File: config.mk
export PLATFORM = sky130hd
export DESIGN_NAME = simon_btn_encoder
export DESIGN_NICKNAME = d
export VERILOG_FILES = /design/src/rtl/simon_pkg.sv /design/src/rtl/btn_sync.sv /design/src/rtl/simon_btn_encoder.sv
export SDC_FILE = /design/constraint.sdc
export NUM_CORES = 1
export LEC_CHECK = 0
export BUFFER_PORTS_ARGS = -buffer_cell sky130_fd_sc_hd__buf_4
export CAP_MARGIN = 10
export CORE_MARGIN = 2
export CORE_UTILIZATION = 55
export CTS_CLUSTER_DIAMETER = 200
export CTS_CLUSTER_SIZE = 10
export DETAILED_ROUTE_END_ITERATION = 7
export MAX_ROUTING_LAYER = met4
export PLACE_DENSITY_LB_ADDON = 0.08
export SLEW_MARGIN = 20
export SYNTH_ARGS = -nofsm -noshare
export SYNTH_HDL_FRONTEND = slang
export SYNTH_SLANG_ARGS = --single-unit
File: constraint.sdc
create_clock -name clk_tick -period 3.2 [get_ports clk_tick]
set_input_delay 0.32 -clock clk_tick [delete_from_list [all_inputs] [get_ports clk_tick]]
set_output_delay 0.32 -clock clk_tick [all_outputs]
set_load 0.005 [all_outputs]
File: src/rtl/simon_pkg.sv
// simon_pkg: shared state encodings, button codes and one-hot helpers for the Simon game.
package simon_pkg;

    typedef enum logic [1:0] {
        S_IDLE     = 2'd0,
        S_DEBOUNCE = 2'd1,
        S_RELEASE  = 2'd2
    } state_e;

    localparam logic [1:0] BTN_0 = 2'd0;
    localparam logic [1:0] BTN_1 = 2'd1;
    localparam logic [1:0] BTN_2 = 2'd2;
    localparam logic [1:0] BTN_3 = 2'd3;

    localparam int DB_TICKS_DEFAULT = 4;

    function automatic logic is_onehot4(input logic [3:0] b);
        return (b != 4'd0) && ((b & (b - 4'd1)) == 4'd0);
    endfunction

    function automatic logic [1:0] onehot4_to_code(input logic [3:0] b);
        return b[3] ? BTN_3 : b[2] ? BTN_2 : b[1] ? BTN_1 : BTN_0;
    endfunction

endpackage

File: src/rtl/btn_sync.sv
// btn_sync: two-flop synchronizer for asynchronous inputs, synchronous active-high reset.
module btn_sync #(
    parameter int W = 4
) (
    input  logic         clk_tick,
    input  logic         reset,
    input  logic [W-1:0] d_i,
    output logic [W-1:0] q_o
);
    logic [W-1:0] meta_q;
    logic [W-1:0] sync_q;

    always_ff @(posedge clk_tick) begin
        if (reset) begin
            meta_q <= '0;
            sync_q <= '0;
        end else begin
            meta_q <= d_i;
            sync_q <= meta_q;
        end
    end

    assign q_o = sync_q;
endmodule

File: src/rtl/simon_btn_encoder.sv
// simon_btn_encoder: debounces four raw buttons into one encoded single-cycle press event.
// Chords from idle raise chord_err; all buttons must be released before the next press.
module simon_btn_encoder
    import simon_pkg::*;
#(
    parameter int DB_TICKS = DB_TICKS_DEFAULT
) (
    input  logic       clk_tick,
    input  logic       reset,
    input  logic [3:0] btn_raw,
    output logic       btn_valid,
    output logic [1:0] btn_val,
    output logic       chord_err,
    output logic [1:0] state,
    output logic [7:0] db_cnt
);
    localparam logic [7:0] DB = 8'(DB_TICKS);

    logic [3:0] btn_s;
    state_e     state_q, state_d;
    logic [7:0] cnt_q, cnt_d;
    logic [1:0] cand_q, cand_d;
    logic [1:0] val_q, val_d;
    logic       valid_q, valid_d;
    logic       chord_q, chord_d;

    function automatic logic [7:0] sat_inc(input logic [7:0] v);
        return (v == 8'hFF) ? v : v + 8'd1;
    endfunction

    btn_sync #(.W(4)) u_sync (
        .clk_tick (clk_tick),
        .reset    (reset),
        .d_i      (btn_raw),
        .q_o      (btn_s)
    );

    always_ff @(posedge clk_tick) begin
        if (reset) begin
            state_q <= S_IDLE;
            cnt_q   <= 8'd0;
            cand_q  <= 2'd0;
            val_q   <= 2'd0;
            valid_q <= 1'b0;
            chord_q <= 1'b0;
        end else begin
            state_q <= state_d;
            cnt_q   <= cnt_d;
            cand_q  <= cand_d;
            val_q   <= val_d;
            valid_q <= valid_d;
            chord_q <= chord_d;
        end
    end

    always_comb begin
        state_d = state_q;
        cnt_d   = cnt_q;
        cand_d  = cand_q;
        val_d   = val_q;
        valid_d = 1'b0;
        chord_d = 1'b0;
        case (state_q)
            S_IDLE: begin
                if (is_onehot4(btn_s)) begin
                    cand_d  = onehot4_to_code(btn_s);
                    cnt_d   = 8'd1;
                    state_d = S_DEBOUNCE;
                end else if (btn_s != 4'd0) begin
                    chord_d = 1'b1;
                    cnt_d   = 8'd0;
                    state_d = S_RELEASE;
                end
            end
            S_DEBOUNCE: begin
                // Any deviation from the candidate, including an added button, is a bounce.
                if (btn_s != (4'b0001 << cand_q)) begin
                    cnt_d   = 8'd0;
                    state_d = S_IDLE;
                end else if (cnt_q == DB) begin
                    valid_d = 1'b1;
                    val_d   = cand_q;
                    cnt_d   = 8'd0;
                    state_d = S_RELEASE;
                end else begin
                    cnt_d = sat_inc(cnt_q);
                end
            end
            S_RELEASE: begin
                if (btn_s != 4'd0) begin
                    cnt_d = 8'd0;
                end else if (sat_inc(cnt_q) == DB) begin
                    cnt_d   = 8'd0;
                    state_d = S_IDLE;
                end else begin
                    cnt_d = sat_inc(cnt_q);
                end
            end
            default: begin
                cnt_d   = 8'd0;
                state_d = S_IDLE;
            end
        endcase
    end

    assign btn_valid = valid_q;
    assign btn_val   = val_q;
    assign chord_err = chord_q;
    assign state     = state_q;
    assign db_cnt    = cnt_q;
endmodule

==> reports/qor.yml <==
status:
  status: "finished, final reports clean"
worst_setup_path:
  r2r_slack_ns: 0.96
  r2r_cells: 6
  worst-setup-path-type: "flip-flop to flip-flop"
  arrival_ns: 2.45
  start_kind: "flip-flop"
  regToRegStartpoint: "u_sync.q_o[3]"
  cp-end-kind: "flip-flop"
  r2r-end: "btn_val[0]"
  required_ns: 3.41
  critPathMaxFanout: 7
power_and_ir_drop:
  p_int_w: 0.0004672
  pwr-share-clk_pct: 35.6
  power.density_nw_per_um2: 427.7
  p_sw_share_pct: 23.01
  p_leak_nw: 0.5923
  p_comb_share_pct: 11.1
  p_switching_w: 0.0001396
  seqPwrFrac_pct: 53.3
  peakVddDrop_mv: 0.3988
routing:
  viasPerCell: 5.663
  drc: 0
  firstDrtPassIters: 4
  route.antenna.remaining_nets: 0
  wl_um: 2550
  avgRoutedWirePerCell_um: 13.42
  vias: 1076
  drt-initial-drc-count: 32
timing:
  finalCriticalPeriod_ns: 2.237
  worstMarginPinSlew_ns: 0.8133
  tns_ns: 0
  post-route-period-util_pct: 69.90
  grt_setup_unrepaired: "false"
  final_hold_viol_count: 0
  fin_skew_ns: 0.006907
  timing.fmax_mhz: 447.1
  drv_slew: 0
  finalSetupViolCount: 0
  relSlewSlack_pct: 45.02
hold_path:
  holdPathStages: 2
  hp-class: "primary input to flip-flop"
  min_to: "u_sync.meta_q[3]"
  min_from: "btn_raw[3]"
clocking:
  cts_max_level: 1
  clock_path_buffers: 2
  path_clk_slew_ns: 0.13
  cts-root-buf: "clkbuf_4"
  clkSinkCount: 24
  cts_made_buffers: 3
  postCtsSetupRepairBufs: 0
  clkLatencyLatePin_ns: 0.32
  ctsHoldBuffers: 0
  ctsResizeCount: 0
  tritoncts: "built"
global_routing:
  grt_max_degree: 26
  grt-ovfl-total: 0
  antenna_found_initial: 0
  grt_usage_pct: 21.73
  grt_pass1_wl_um: 4146
  grt_pass1_vias: 949
placed_design:
  hpwl_um: 1905
  placed_cell_area_um2: 1366
  port_buffers: 19
  routabilityCongestion: 0.9723
finish:
  final_nets: 171
  seq_area_um2: 480.5
  final_cell_area_um2: 1419
  drive_above_1_share_pct: 18.52
  diodes: 0
  multi_input_area_um2: 696.9
  areaGrowthSynthToFinish_pct: 14.55
  fill_cells: 208
synth:
  synth_seq_cells: 24
  synth-edff-count: 0
  syn_avg_cell_area_um2: 8.313
  synthCells: 149
  synth_ff_type: "dfxtp_1"
  ys_seq_area_share_pct: 38.79
  synth_nets: 157
  syn_area_um2: 1239
  yosys_warnings: 0
  synth_cell_types: 44
  async_flop_share_pct: 0
floorplanning:
  die_h_um: 51.46
  core_area_um2: 2170
  die_area_um2: 2648
  num_io_pins: 20
  rows: 17
  initial_core_util_pct: 57.09
  die_x_um: 51.46
job:
  drv_cap: 0
-- through the flow --
stage / setup WS (ns) / utilization (%) / instances / power [W] / hold slack, ns
3_5_place_dp: 1.078 / 62.98 / 186 / 0.0003969 / 0.4270
2_1_floorplan: 1.165 / - / 149 / 0.0003749 / 0.4138
6_report: 0.9632 / 65.40 / 190 / 0.0006069 / 0.2006
5_1_grt: 0.9160 / 65.40 / 190 / 0.0006373 / 0.2084
4_1_cts: 1.004 / 65.40 / 190 / 0.0006081 / 0.2001
3_3_place_gp: 1.131 / 62.98 / 186 / 0.0003944 / 0.4167
-- metal layers --
| metal | GRT usage (%) | vias to the layer above | routed length [um] |
|---|---|---|---|
| met2 | 33.33 | 37 | 1093 |
| met4 | 5.702 | 0 | 34 |
| met1 | 28.26 | 482 | 1232 |
| met5 | - | - | 0 |
| met3 | 6.140 | 4 | 189 |
| li1 | - | 553 | - |
-- placed cells by master, fill, tap and decap left out, types with 2 or more instances in the layout --
cell type  netlist  routed
a21o_1           2       2
nor2_1          19      19
nor2b_1         10      10
xnor2_1          2       2
o21a_1           2       2
and3_1           2       2
a21oi_1         10      10
buf_4            1      19
dfxtp_1         24      24
o21ai_0          6       6
nor4_1           2       2
mux2i_1          3       3
a41oi_1          2       2
nand4_1          2       2
clkbuf_4         0       3
nand2b_1         2       2
nor4b_1          3       3
nand2_1         12      12
nor3_1          10      10
inv_1            3       3
ha_1             2       2
-- flip-flops by register name (all words and copies together) (netlist names) --
signal and flops:
btn_val 2, chord_err 1, db_cnt 8, btn_valid 1
cand_q 2, u_sync.meta_q 4, u_sync.q_o 4, state 2
-- cells by family (layout without fill, tap and decap cells) --
group | Yosys count | in the layout | share of synthesized area (%)
adders and majority gates | 3 | 3 | 2.828
DFF | 24 | 24 | 38.79
and+or+nand+nor | 72 | 72 | 31.11
muxes | 3 | 3 | 2.424
xor gates and xnor gates | 3 | 3 | 2.122
buffers and inverters | 13 | 26 | 4.950
AOI/OAI and AO/OA | 31 | 31 | 17.78
-- cell type report --
class | count | area share [%]
clock inverters | 1 | 2.116
clock buffers | 3 | 1.587
well taps | 28 | 2.469
multi-input cells | 112 | 49.12
repair buffers | 19 | 10.05
inverters | 3 | 0.7937
flip-flops and latches | 24 | 33.86
-- Yosys cell counts (2+ instances only) --
master | count | share of area (%)
nand4_1 | 2 | 1.0
nand2b_1 | 2 | 1.0
nand2_1 | 12 | 3.6
ha_1 | 2 | 2.0
nor4b_1 | 3 | 2.1
inv_1 | 3 | 0.91
clkbuf_1 | 7 | 2.1
a21o_1 | 2 | 1.2
o21ai_0 | 6 | 2.4
o21a_1 | 2 | 1.2
nor4_1 | 2 | 1.0
a41oi_1 | 2 | 1.4
a21oi_1 | 10 | 4.0
dfxtp_1 | 24 | 39
xnor2_1 | 2 | 1.4
mux2i_1 | 3 | 2.4
and3_1 | 2 | 1.0
nor3_1 | 10 | 4.0
nor2_1 | 19 | 5.8
nor2b_1 | 10 | 5.1
-- worst max-delay path, cell delays in order, from the launching register on --
cell and delay (ns):
dfxtp_1 0.50, mux2i_1 0.11, nor4b_1 0.69, nor2_1 0.17, or3_4 0.45, mux2i_1 0.16, nor2_1 0.05
-- power groups by stage --
stage | Sequential [W] | Clock [W] | Combinational, W
floorplan | 0.000325 | 0 | 0.0000502
global placement | 0.000329 | 0 | 0.0000650
detailed placement | 0.000330 | 0 | 0.0000667
CTS | 0.000323 | 0.000218 | 0.0000669
global route | 0.000326 | 0.000235 | 0.0000756
finish | 0.000323 | 0.000216 | 0.0000671
-- worst max path at each step --
| stage | endpoint | start | slack, ns |
|---|---|---|---|
| finish | btn_val[0] | u_sync.q_o[3] | 0.96 |
| global route | btn_val[1] | u_sync.q_o[3] | 0.92 |
| CTS | btn_val[0] | u_sync.q_o[3] | 1.00 |
| detailed placement | db_cnt[0] | db_cnt[4] | 1.08 |
| global placement | btn_val[1] | u_sync.q_o[3] | 1.13 |
| floorplan | db_cnt[0] | db_cnt[7] | 1.17 |
Note: power is estimated with default switching activity, not from simulation.
